## src/rtl/soc_gpio_pkg.sv

```systemverilog
// soc_gpio_pkg: register map, interrupt encodings and default pin count shared by
// the GPIO interrupt controller and its testbench.
package soc_gpio_pkg;
    localparam int GPIO_NUM_PINS_DEF = 32;
    localparam logic [11:0] GPIO_OFF_IN       = 12'h000;
    localparam logic [11:0] GPIO_OFF_INT_EN   = 12'h004;
    localparam logic [11:0] GPIO_OFF_INT_TYPE = 12'h008;
    localparam logic [11:0] GPIO_OFF_INT_POL  = 12'h00C;
    localparam logic [11:0] GPIO_OFF_INT_BOTH = 12'h010;
    localparam logic [11:0] GPIO_OFF_INT_STAT = 12'h014;
    localparam logic [11:0] GPIO_OFF_INT_CLR  = 12'h018;
    localparam logic [11:0] GPIO_OFF_DEB_CNT  = 12'h01C;
    typedef enum logic { INT_LEVEL = 1'b0, INT_EDGE = 1'b1 } gpio_int_type_e;
    typedef enum logic { POL_LOW = 1'b0, POL_HIGH = 1'b1 } gpio_int_pol_e;
endpackage

```

## src/rtl/soc_gpio_irq_ctrl_if.sv

```systemverilog
// soc_gpio_irq_ctrl_if: zero-wait APB bus used to configure and service the GPIO block.
interface soc_gpio_irq_ctrl_if;
    logic        psel;
    logic        penable;
    logic        pwrite;
    logic [31:0] paddr;
    logic [31:0] pwdata;
    logic [31:0] prdata;
    logic        pready;
    logic        pslverr;
    modport master (output psel, penable, pwrite, paddr, pwdata, input prdata, pready, pslverr);
    modport slave (input psel, penable, pwrite, paddr, pwdata, output prdata, pready, pslverr);
endinterface

```

## src/rtl/soc_gpio_irq_ctrl_in_filter.sv

```systemverilog
// gpio_in_filter: per-pin 2-flop synchronizer and level register; with GPIO_DEBOUNCE_EN
// the level only follows after DEB_CNT+1 consecutive mismatching samples.
module gpio_in_filter #(
    parameter int DEB_W = 16
) (
    input  logic             clk,
    input  logic             rst_n,
    input  logic             pin_i,
    input  logic [DEB_W-1:0] deb_cnt,
    output logic             lvl_o
);
    logic [1:0] sync;
    always_ff @(posedge clk or negedge rst_n) begin
        if (!rst_n) sync <= '0;
        else sync <= {sync[0], pin_i};
    end
`ifdef GPIO_DEBOUNCE_EN
    logic [DEB_W-1:0] cnt;
    // Threshold is read live, so a new DEB_CNT applies to the count already running.
    always_ff @(posedge clk or negedge rst_n) begin
        if (!rst_n) begin
            cnt   <= '0;
            lvl_o <= 1'b0;
        end else if (sync[1] == lvl_o) begin
            cnt <= '0;
        end else if (cnt >= deb_cnt) begin
            cnt   <= '0;
            lvl_o <= sync[1];
        end else if (cnt != '1) begin
            cnt <= cnt + 1'b1;
        end
    end
`else
    logic unused_deb;
    assign unused_deb = ^deb_cnt;
    always_ff @(posedge clk or negedge rst_n) begin
        if (!rst_n) lvl_o <= 1'b0;
        else lvl_o <= sync[1];
    end
`endif
endmodule

```

## src/rtl/soc_gpio_irq_ctrl.sv

```systemverilog
// soc_gpio_irq_ctrl: filtered GPIO inputs, per-pin edge/level interrupts and APB registers.
// Define GPIO_DEBOUNCE_EN to add per-pin debounce and the DEB_CNT register at 0x1C.
module soc_gpio_irq_ctrl
    import soc_gpio_pkg::*;
#(
    parameter int NUM_PINS = GPIO_NUM_PINS_DEF,
    parameter int DEB_W    = 16
) (
    input  logic                clk,
    input  logic                rst_n,
    soc_gpio_irq_ctrl_if.slave  apb,
    input  logic [NUM_PINS-1:0] pin_i,
    output logic [NUM_PINS-1:0] gpio_in_o,
    output logic [NUM_PINS-1:0] irq_vec_o,
    output logic                irq_o
);
    logic [NUM_PINS-1:0] lvl, lvl_d, int_en, int_type, int_pol, int_both, sticky, status;
    logic [NUM_PINS-1:0] rise, fall, set, clr, type_chg, wdata;
    logic [DEB_W-1:0]    deb_cnt;
    logic [11:0]         off;
    logic [31:0]         rdata;
    logic                wr, mapped, unused_apb;

    for (genvar i = 0; i < NUM_PINS; i++) begin : g_pin
        gpio_in_filter #(.DEB_W(DEB_W)) u_filt (
            .clk(clk), .rst_n(rst_n), .pin_i(pin_i[i]), .deb_cnt(deb_cnt), .lvl_o(lvl[i])
        );
    end

    assign off        = {apb.paddr[11:2], 2'b00};
    assign unused_apb = ^{apb.paddr[31:12], apb.paddr[1:0], apb.pwdata};
    assign wr         = apb.psel & apb.penable & apb.pwrite;
    assign wdata      = apb.pwdata[NUM_PINS-1:0];

    always_comb begin
        rdata  = '0;
        mapped = 1'b1;
        case (off)
            GPIO_OFF_IN:       rdata = 32'(lvl);
            GPIO_OFF_INT_EN:   rdata = 32'(int_en);
            GPIO_OFF_INT_TYPE: rdata = 32'(int_type);
            GPIO_OFF_INT_POL:  rdata = 32'(int_pol);
            GPIO_OFF_INT_BOTH: rdata = 32'(int_both);
            GPIO_OFF_INT_STAT: rdata = 32'(status);
            GPIO_OFF_INT_CLR:  rdata = '0;
`ifdef GPIO_DEBOUNCE_EN
            GPIO_OFF_DEB_CNT:  rdata = 32'(deb_cnt);
`endif
            default:           mapped = 1'b0;
        endcase
    end

    assign apb.prdata  = rdata;
    assign apb.pready  = 1'b1;
    assign apb.pslverr = apb.psel & apb.penable & ~mapped;

    // BOTH overrides POL for edge pins; set wins over a same-cycle W1C.
    assign rise      = lvl & ~lvl_d;
    assign fall      = ~lvl & lvl_d;
    assign set       = int_en & int_type & ((rise & (int_pol | int_both)) | (fall & (~int_pol | int_both)));
    assign clr       = (wr && off == GPIO_OFF_INT_CLR) ? wdata : '0;
    assign type_chg  = (wr && off == GPIO_OFF_INT_TYPE) ? (wdata ^ int_type) : '0;
    assign status    = sticky | (~int_type & int_en & ~(lvl ^ int_pol));
    assign irq_vec_o = status & int_en;
    assign gpio_in_o = lvl;

    always_ff @(posedge clk or negedge rst_n) begin
        if (!rst_n) begin
            int_en   <= '0;
            int_type <= '0;
            int_pol  <= '0;
            int_both <= '0;
            sticky   <= '0;
            lvl_d    <= '0;
            irq_o    <= 1'b0;
        end else begin
            if (wr && off == GPIO_OFF_INT_EN)   int_en   <= wdata;
            if (wr && off == GPIO_OFF_INT_TYPE) int_type <= wdata;
            if (wr && off == GPIO_OFF_INT_POL)  int_pol  <= wdata;
            if (wr && off == GPIO_OFF_INT_BOTH) int_both <= wdata;
            sticky <= (set | (sticky & ~clr)) & ~type_chg;
            lvl_d  <= lvl;
            irq_o  <= |irq_vec_o;
        end
    end

`ifdef GPIO_DEBOUNCE_EN
    always_ff @(posedge clk or negedge rst_n) begin
        if (!rst_n) deb_cnt <= '0;
        else if (wr && off == GPIO_OFF_DEB_CNT) deb_cnt <= apb.pwdata[DEB_W-1:0];
    end
`else
    assign deb_cnt = '0;
`endif
endmodule
```

## src/flat_wrapper.sv

```systemverilog
// flat-port wrapper written by rule: the top's interface ports become plain ports
module soc_gpio_irq_ctrl_flat import soc_gpio_pkg::*;
#(
    parameter int NUM_PINS = GPIO_NUM_PINS_DEF,
    parameter int DEB_W    = 16
)
  (clk, rst_n, pin_i, gpio_in_o, irq_vec_o, irq_o, apb_psel, apb_penable, apb_pwrite, apb_paddr, apb_pwdata, apb_prdata, apb_pready, apb_pslverr);
  soc_gpio_irq_ctrl_if apb_i ();
  input  logic clk;
  input  logic rst_n;
  input  logic [NUM_PINS-1:0] pin_i;
  output logic [NUM_PINS-1:0] gpio_in_o;
  output logic [NUM_PINS-1:0] irq_vec_o;
  output logic irq_o;
  input wire logic [$bits(apb_i.psel)-1:0] apb_psel;
  input wire logic [$bits(apb_i.penable)-1:0] apb_penable;
  input wire logic [$bits(apb_i.pwrite)-1:0] apb_pwrite;
  input wire logic [$bits(apb_i.paddr)-1:0] apb_paddr;
  input wire logic [$bits(apb_i.pwdata)-1:0] apb_pwdata;
  output wire logic [$bits(apb_i.prdata)-1:0] apb_prdata;
  output wire logic [$bits(apb_i.pready)-1:0] apb_pready;
  output wire logic [$bits(apb_i.pslverr)-1:0] apb_pslverr;
  assign apb_i.psel = apb_psel;
  assign apb_i.penable = apb_penable;
  assign apb_i.pwrite = apb_pwrite;
  assign apb_i.paddr = apb_paddr;
  assign apb_i.pwdata = apb_pwdata;
  assign apb_prdata = apb_i.prdata;
  assign apb_pready = apb_i.pready;
  assign apb_pslverr = apb_i.pslverr;
  soc_gpio_irq_ctrl #(.NUM_PINS(NUM_PINS), .DEB_W(DEB_W)) u_core (.clk(clk), .rst_n(rst_n), .apb(apb_i), .pin_i(pin_i), .gpio_in_o(gpio_in_o), .irq_vec_o(irq_vec_o), .irq_o(irq_o));
endmodule
```

## config.mk

```make
export PLATFORM = sky130hd
export DESIGN_NAME = soc_gpio_irq_ctrl_flat
export DESIGN_NICKNAME = d
export VERILOG_FILES = /design/src/rtl/soc_gpio_pkg.sv /design/src/rtl/soc_gpio_irq_ctrl_if.sv /design/src/rtl/soc_gpio_irq_ctrl_in_filter.sv /design/src/rtl/soc_gpio_irq_ctrl.sv /design/src/flat_wrapper.sv
export SDC_FILE = /design/constraint.sdc
export NUM_CORES = 1
export LEC_CHECK = 0
export CAP_MARGIN = 20
export CORE_MARGIN = 3
export CORE_UTILIZATION = 31
export DETAILED_ROUTE_END_ITERATION = 7
export GPL_ROUTABILITY_DRIVEN = 0
export PLACE_DENSITY = 0.6
export RECOVER_POWER = 50
export SLEW_MARGIN = 25
export SYNTH_ARGS = -nofsm -noshare
export SYNTH_HDL_FRONTEND = slang
export SYNTH_SLANG_ARGS = --single-unit
```

## constraint.sdc

```tcl
create_clock -name clk -period 2.5 [get_ports clk]
set_input_delay 0.25 -clock clk [delete_from_list [all_inputs] [get_ports clk]]
set_output_delay 0.25 -clock clk [all_outputs]
set_load 0.005 [all_outputs]
```

# --- After elaboration in Yosys (flattened, before gate mapping) ---
# Cells that the tools add are included.
word_totals:
  output_inout_bits: 99
  register_bits: 289
  inputBits: 101
  wordCells: 118
classes:
  eq_ne: 6
  n_reduce_logical: 8
  n_bitwise: 29
  n_mux: 4
op_table:
  columns: ["op", "count"]
  rows:
  - ["bitwise AND 32 bit", 11]
  - ["inverter 32 bit", 7]
  - ["case mux 32 bit (6 select lines)", 1]
  - ["bitwise OR 32 bit", 5]
  - ["two-way mux 32 bit", 2]
  - ["XOR 32 bit", 2]
  - ["OR reduction 32 bit", 1]
  - ["equality test 10 x 3 -> 1 bit (second input constant)", 3]
  - ["equality test 10 x 2 -> 1 bit (second input constant)", 2]
  - ["zero test 12 bit", 1]
  - ["equality test 10 x 1 -> 1 bit (second input constant)", 1]
  - ["OR reduction 7 bit", 1]
  - ["logical AND 1 bit", 5]
  - ["bitwise AND 1 bit", 3]
  - ["two-way mux 1 bit", 1]
  - ["inverter 1 bit", 1]

# --- Longest topological paths before layout ---
# Gate-level depths: netlist (run 1).
logic_depth:
  depth_word: 8
  mapped_depth: 8
  depth_no_buf: 5

# --- By module ---
# Synthesis (run 1) repeated with hierarchy kept, for this count alone.
unflattened:
  hier_cells: 1114
  area_unflattened_um2: 12863.6
modules_own_cells:
  columns: ["module", "seq_area_each_um2", "cells_each", "area_each_um2", "n_inst"]
  rows:
  - ["soc_gpio_irq_ctrl", 4829.6, 1018, 10461.3, 1]
  - ["gpio_in_filter", 75.1, 3, 75.1, 32]

# --- Worst setup path before layout (run 1) ---
# Ideal clock, no wire load.
synth_timing:
  kind: "input to output"
  start: "input port apb_paddr[5]"
  end: "output port apb_prdata[10]"
  stages: 5
  n_path_buf: 1
  arrival_time_ns: 1.641
  path_slack_ns: 0.609
  t_required_ns: 2.250
  path_cell_list: "nor3_1 > nand3_1 > nor3_1 > clkbuf_1 > a221o_1"
synth_between:
  elab_chain_cells: 2
  word_cells_on_any_way: 7
  classes_between: "eq/ne: 5; mux: 1; reduce/logical: 1"
synth_rtl:
  columns: ["item", "line", "rtl"]
  rows:
  - ["from (decl)", "flat_wrapper.sv:18", "input wire logic [$bits(apb_i.paddr)-1:0] apb_paddr;"]
  - ["equality test 10 x 3 -> 1 bit (tied with other cells)", "soc_gpio_irq_ctrl.sv:38", "case (off)"]
  - ["case mux 32 bit (6 select lines) (*)", "soc_gpio_irq_ctrl.sv:38", null]
  - ["to (decl)", "flat_wrapper.sv:20", "output wire logic [$bits(apb_i.prdata)-1:0] apb_prdata;"]
# Mark *: on every way between the ends. The rest lies on a longest branch, timed or not.

# --- Worst setup path after layout (run 1) ---
layout_timing:
  start: "register u_core.g_pin[14].u_filt.lvl_o"
  end: "output port apb_prdata[14]"
layout_between:
  elab_chain_cells: 5
layout_rtl:
  columns: ["item", "line", "rtl"]
  rows:
  - ["from (decl)", "soc_gpio_irq_ctrl_in_filter.sv:10", "output logic lvl_o"]
  - ["from (signal assigned)", "soc_gpio_irq_ctrl_in_filter.sv:38", "else lvl_o <= sync[1];"]
  - ["XOR 32 bit", "soc_gpio_irq_ctrl.sv:63", "assign status = sticky | (~int_type & int_en & ~(lvl ^ int_pol));"]
  - ["inverter 32 bit", "soc_gpio_irq_ctrl.sv:63", null]
  - ["bitwise AND 32 bit", "soc_gpio_irq_ctrl.sv:63", null]
  - ["bitwise OR 32 bit", "soc_gpio_irq_ctrl.sv:63", null]
  - ["case mux 32 bit (6 select lines) (*)", "soc_gpio_irq_ctrl.sv:38", null]
# Marked as above.

==> metrics.md, run 1 <==
| Metric | Value |
|---|---|
| Simple-gate portion of the synthesized area | 0.0611 |
| Required time worst endpoint | 2250 ps |
| Post-synth ARST share | 1.00 |
| Fin worst setup slack | 79.2 ps |
| Die Y | 213 µm |
| Distinct cells, synth | 38 |
| Mux cell area share after synthesis | 0.170 |
| Via count | 9262 |
| Worst Setup Path Type | reg -> out |
| Largest family of logic cells by synthesized area | multiplexers |
| Outcome | finished, final reports clean |
| Worst Max-Slew Pin Slew | 1130 ps |
| Die Width | 213 µm |
| Minimum clock period | 2420 ps |
| Internal Power | 8.00 mW |
| Slew Limit Fails | 0 |
| Mapped cell area | 13300 µm² |
| Yosys warnings | 0 |
| Synth Area in XOR/XNOR | 0.0415 |
| Global routing usage on met1 | 0.213 |
| Clock skew | 14.0 ps |
| M2 GR Usage | 0.261 |
| CP Launch Type | register |
| Drt pass-1 iters | 5 |
| Finished Cell Area | 17000 µm² |
| CP peak stage delay | 500 ps |
| Fmax achieved | 413 MHz |
| Tightest Hold Check Type | in -> reg |
| Sequential share of the synthesized area | 0.544 |
| Total global routing overflow | 0 |
| Final Hold Viols | 0 |
| Buffer and inverter count on the worst path | 2 |
| Synth Area in Compound Gates | 0.137 |
| Final setup violation count | 0 |
| Post-synth EDFFs | 0 |
| Crit-path slowest cell | mux4_2 |
| Pleak | 7.60 nW |
| DRC | 0 |
| Synthesized area per cell | 12.8 µm² |
| Clock latency on the worst-skew pair | 530 ps |
| Area delta synth->final | 27.8% |
| CP cell instances | clkbuf_1, mux4_2, a221o_1, dlygate4sd2_1 |
| Die area | 45400 µm² |
| CTS Buf Count | 35 |
| Root buf cell | clkbuf_16 |
| Final WL | 36.0 mm |
| Crit path DAT | 2170 ps |
| Max Root-Sink Buffers | 3 |
| Pwr Total | 10.3 mW |
| Cells after Synth | 1041 |
| Most Used Layer, Global Route | met2 |
| Ys flop type | dfrtp_1 |
| Antenna diode count | 0 |
| Worst-path fanout max | 5 |
| Area of the core | 42100 µm² |
| Rows | 75 |
| Total track usage | 0.160 |
| Sw Ratio | 0.226 |
| Synth Register Bits | 289 |
| Adder-Cell Fraction of Synth Area | 0 |
| M3 GR Usage | 0.0338 |
| Post-route ant nets | 0 |
| Sw Pwr | 2.34 mW |
| # IOs | 200 |
| Clk sinks | 289 |
| CTS clk-pin slew, worst paths | 60 ps |
| DPL Wire Length | 24.0 mm |
| Wirelength per Cell | 19.9 µm |
| WHS | 268 ps |
| Count leader, synth | dfrtp_1 |
| 1st-iter DRT viols | 655 |
| Setup crit end kind | output port |
| DP Worst Slack | -454 ps |
| Largest net degree at the start of global routing | 93 |
| Dominant cell type by area after synthesis | dfrtp_1 |
| Number of port buffers | 176 |
| Fraction of layout cells with a size suffix above 1 | 0.247 |
| CTS tree | yes |
| Slew headroom | 0.249 |
| NumNets Final | 1344 |
| Area share of the largest cell type after synthesis | 0.544 |
| First-pass GRT wire length | 56.0 mm |
| RSZ-0062 raised after global routing | no |
| Gate power share | 0.051 |
| Crit share post-route | 0.968 |
| Initial Util | 0.315 |
| Clk network pwr share | 0.476 |
| Multi-input gate area | 5510 µm² |
| H-Tree Level Count | 2 |
| Layout fillers | 3882 |
| CP top delay family | multiplexers |
| Post-Place Cell Area | 15900 µm² |
| Area contributors post-synth | dfrtp_1, mux2_2, mux4_2 |
| Most common library cells after synthesis | dfrtp_1, mux2_2, nor2_1 |
| Seq pwr share | 0.473 |
| Initial antenna violation count | 2 |
| Via density | 5.13 |
| Syn_nets | 1142 |
| Sequential Area | 7230 µm² |
| Maximum vdd ir drop | 0.399 mV |
| Max cap viols | 0 |
| Vias in the first global route | 9311 |
| Power Density | 609 nW/µm² |
[worst reg2reg max path, delay by kind of cell, from the launching register on]
kind / cells / cell delay (ps)
AND/OR/NAND/NOR: 3 / 980
AO/OA/AOI/OAI: 1 / 190
buffers and inverters: 1 / 200
XOR/XNOR: 1 / 210
flip-flops: 1 / 470
[per-stage QoR]
| step | TNS, ps | utilization | instances |
|---|---|---|---|
| 2_1_floorplan | 0 | - | 1041 |
| 3_3_place_gp | -11320 | 0.377 | 1728 |
| 3_5_place_dp | -13000 | 0.377 | 1728 |
| 4_1_cts | -33.5 | 0.405 | 1802 |
| 5_1_grt | 0 | 0.403 | 1804 |
| 6_report | 0 | 0.403 | 1804 |
[final timing paths]
| path | startpoint | endpoint | slack [ps] | cells past startpoint |
|---|---|---|---|---|
| worst max-delay path | u_core.g_pin[14].u_filt.lvl_o | apb_prdata[14] | 80 | 4 |
| worst min-delay path | pin_i[5] | u_core.g_pin[5].u_filt.sync[0] | 270 | 1 |
| worst max register to register | u_core.g_pin[12].u_filt.lvl_o | u_core.irq_o | 320 | 6 |
| worst min register to register | u_core.g_pin[10].u_filt.sync[0] | u_core.g_pin[10].u_filt.sync[1] | 340 | 0 |
| max in group asynchronous | rst_n | u_core.int_pol[25] | 380 | 3 |
| min in group asynchronous | rst_n | u_core.int_en[9] | 460 | 2 |
[cell type report]
| class | instances | area share |
|---|---|---|
| multi-input cells | 644 | 0.324 |
| clock buffers | 43 | 0.0545 |
| inverters | 33 | 0.00729 |
| flip-flops and latches | 289 | 0.426 |
| repair buffers | 240 | 0.138 |
| clock inverters | 16 | 0.0105 |
| well taps | 539 | 0.0397 |
[cell families after synthesis]
logic type	Yosys count
flops	289
mux	159
buf+inv	108
simple gates	166
compound gates	255
xor+xnor	63
other cells	1
[layout by cell type (no fill, tap or decap), types with 12 or more instances in the layout]
cell	synthesis	layout
mux2_4	30	30
nand2b_1	32	32
o21ai_1	0	15
buf_12	3	17
mux2_2	94	94
clkdlybuf4s50_1	0	105
buf_4	33	27
inv_1	33	33
dlygate4sd3_1	0	33
a21oi_1	32	32
clkbuf_1	23	12
dfrtp_1	289	289
o22ai_1	32	32
o32ai_1	32	32
a221o_1	29	29
mux4_2	32	32
o21ai_0	36	18
o21a_1	29	29
buf_2	13	26
nand2_1	42	42
clkbuf_16	0	35
o211ai_1	32	32
a211oi_1	31	31
xor2_1	63	63
nor2_1	65	64
[state kept, by name, indices dropped and copies added, names as in the netlist]
name and count:
u_core.int_both 32, u_core.g_pin.u_filt.sync 64, u_core.int_pol 32, u_core.int_en 32, u_core.int_type 32, u_core.lvl_d 32, u_core.sticky 32, u_core.g_pin.u_filt.lvl_o 32
u_core.irq_o 1
[power by group through the flow]
stage / clock network, mW / registers, mW / logic [mW]
4_1_cts: 5.10 / 4.89 / 0.564
6_report: 4.92 / 4.89 / 0.529
5_1_grt: 5.29 / 4.91 / 0.586
3_3_place_gp: 0 / 4.97 / 0.555
2_1_floorplan: 0 / 4.95 / 0.189
3_5_place_dp: 0 / 4.98 / 0.558
[metal layers]
layer	up-vias	wire (µm)
li1	4229	-
met1	4714	15700
met2	255	17300
met3	60	1900
met4	4	1040
met5	-	27
[repair_timing]
action                     4_1_cts  5_1_grt
resized for setup              132       21
cloned                           2        0
pin swaps                        7        3
hold buffers                     1        0
buffers inserted                12        3
setup endpoints to repair       40       34
hold endpoints to repair       127        0
(Power assumes the default switching activity.)
==> run 2, diff against run 1 <==
--- a/config.mk
+++ b/config.mk
@@ -16,3 +16,4 @@
 export SYNTH_ARGS = -nofsm -noshare
 export SYNTH_HDL_FRONTEND = slang
 export SYNTH_SLANG_ARGS = --single-unit
+export TNS_END_PERCENT = 5
==> run 2 against run 1 <==
  * Routed wire length down 0.13%
  * Non-clock buffer count shrank 3
  * Clock skew is 3.1 ps higher
  * Worst hold slack got worse by 0.60 ps
  * Flip-flop and latch count unchanged
  * Die area did not move
  * Via count unchanged
  * Combinational power hardly changed
  * Critical path depth unchanged
==> metrics.md, run 2 (same netlist as run 1, synthesis figures left out) <==
| Metric | Value |
|---|---|
| CTS tree | yes |
| Number of port buffers | 176 (unchanged) |
| Slew headroom | 0.244 (-0.00491) |
| Seq pwr share | 0.473 (about the same) |
| Wirelength per Cell | 19.9 µm (about the same) |
| CP cell instances | clkbuf_1, mux4_2, a221o_1, dlygate4sd2_1 |
| Outcome | finished, final reports clean |
| Antenna diode count | 0 (unchanged) |
| Total global routing overflow | 0 (unchanged) |
| Via count | 9262 (unchanged) |
| Maximum vdd ir drop | 0.401 mV (+0.58%) |
| Layout Cells excl Fill | 1801 (-0.17%) |
| Via density | 5.14 (+0.17%) |
| Pleak | 7.65 nW (+0.57%) |
| Area delta synth->final | 28.1% |
| NumNets Final | 1341 (-0.22%) |
| CTS clk-pin slew, worst paths | 60 ps (about the same) |
| Clk sinks | 289 (unchanged) |
| Total track usage | 0.160 (about the same) |
| H-Tree Level Count | 2 (unchanged) |
| Layout Utilization | 0.404 (+0.000891) |
| Gate power share | 0.051 (about the same) |
| Area of the core | 42100 µm² (unchanged) |
| DRC | 0 (unchanged) |
| Sw Pwr | 2.34 mW (about the same) |
| Initial antenna violation count | 2 (unchanged) |
| CP peak stage delay | 500 ps (about the same) |
| Final setup violation count | 0 (unchanged) |
| Setup crit end kind | output port |
| Sw Ratio | 0.226 (about the same) |
| DPL Wire Length | 24.0 mm (unchanged) |
| # IOs | 200 (unchanged) |
| CP Launch Type | register |
| Slew Limit Fails | 0 (unchanged) |
| Placed Cells | 1728 (unchanged) |
| Vias in the first global route | 9300 (-0.12%) |
| Largest net degree at the start of global routing | 93 (unchanged) |
| Most frequent cells in the layout | dfrtp_1, clkdlybuf4s50_1, mux2_2, nor2_1, xor2_1 |
| Number of flip-flops in the largest register | 64 (unchanged) |
| Post-route ant nets | 0 (unchanged) |
| Crit-path slowest cell | mux4_2 |
| Final WL | 35.9 mm (-0.13%) |
| Clk network pwr share | 0.476 (about the same) |
| 1st-iter DRT viols | 698 (+6.6%) |
| Fmax achieved | 414 MHz (+0.15%) |
| Worst-path fanout max | 5 (unchanged) |
| Die area | 45400 µm² (unchanged) |
| Minimum clock period | 2420 ps (-3.52 ps) |
| Largest register by flop count | u_core.g_pin.u_filt.sync |
| Worst Setup Path Type | reg -> out |
| Root buf cell | clkbuf_16 |
| Power Density | 608 nW/µm² (-0.23%) |
| First-pass GRT wire length | 55.9 mm (about the same) |
| Clock latency on the worst-skew pair | 540 ps (about the same) |
| Worst Max-Slew Pin Slew | 1130 ps (+7.37 ps) |
| Max cap viols | 0 (unchanged) |
| Tightest Hold Check Type | in -> reg |
| Initial Util | 0.315 (unchanged) |
| Die Width | 213 µm (unchanged) |
| Fraction of layout cells with a size suffix above 1 | 0.237 (-0.0105) |
| Internal Power | 8.00 mW (about the same) |
| Drt pass-1 iters | 5 (unchanged) |
| Rows | 75 (unchanged) |
| Most common cell after layout, fill and taps aside | dfrtp_1 |
| Required time worst endpoint | 2250 ps (about the same) |
| Crit path DAT | 2170 ps (about the same) |
| RSZ-0062 raised after global routing | no |
| CTS Buf Count | 35 (unchanged) |
| Die Y | 213 µm (unchanged) |
| Final Hold Viols | 0 (unchanged) |
| Crit share post-route | 0.967 (-0.00141) |
| Clock skew | 17.1 ps (+3.14 ps) |
| Max Root-Sink Buffers | 3 (unchanged) |
## run 2: worst paths after layout
check | from | to | slack, ps | cells after the start
min reg2reg | u_core.g_pin[10].u_filt.sync[0] | u_core.g_pin[10].u_filt.sync[1] | 340 | 0
max reg2reg | u_core.g_pin[12].u_filt.lvl_o | u_core.irq_o | 340 | 6
max in group asynchronous | rst_n | u_core.int_pol[25] | 370 | 3
max | u_core.g_pin[14].u_filt.lvl_o | apb_prdata[14] | 80 | 4
min in group asynchronous | rst_n | u_core.int_en[9] | 470 | 2
min | pin_i[5] | u_core.g_pin[5].u_filt.sync[0] | 270 | 1
## run 2: power groups by stage
stage / registers [mW] / clock network [mW] / logic [mW]
6_report: 4.89 / 4.92 / 0.528
5_1_grt: 4.91 / 5.29 / 0.585
4_1_cts: 4.89 / 5.10 / 0.564
3_5_place_dp: 4.98 / 0 / 0.558
3_3_place_gp: 4.97 / 0 / 0.555
2_1_floorplan: 4.95 / 0 / 0.189
## run 2: metal layers
metal  part of all wire  global-route usage  vias to the layer above
met4              0.028              0.0567                        4
met1               0.43               0.213                     4694
met3              0.056              0.0338                       61
li1                   -                   -                     4227
met5            0.00086                   0                        -
met2               0.48               0.261                      276
## run 2: layout make-up
cell class / count / area (µm²)
Fill cell: 3873 / 25100
Sequential cell: 289 / 7230
Multi-Input combinational cell: 644 / 5510
Timing Repair Buffer: 237 / 2380
Clock buffer: 43 / 926
Tap cell: 539 / 674
Clock inverter: 16 / 178
Inverter: 33 / 124
## run 2: critical path: cells and delay by family (launching register included)
family | cells | cell delay, ps
compound gates | 1 | 310
buf+inv | 2 | 430
flops | 1 | 390
mux | 1 | 500
## run 2: timing repair
item | CTS | global route
cloned | 2 | 0
resized for setup | 99 | 18
pin swaps | 5 | 4
endpoints found under the setup margin | 40 | 38
buffers inserted | 9 | 2
hold endpoints to repair | 127 | 0
hold buffers | 1 | 0
## run 2: metrics by stage
| step | setup TNS (ps) | worst slack (ps) | power [mW] | cell area, µm² | hold WS [ps] |
|---|---|---|---|---|---|
| after floorplan | 0 | 609 | 5.14 | 13300 | -45.6 |
| after global placement | -11320 | -399 | 5.53 | 15900 | 175 |
| after detailed placement | -13000 | -454 | 5.53 | 15900 | 179 |
| after CTS | 0 | 0.796 | 10.6 | 17100 | 112 |
| after global routing | 0 | 14.4 | 10.8 | 17000 | 244 |
| final | 0 | 82.8 | 10.3 | 17000 | 267 |
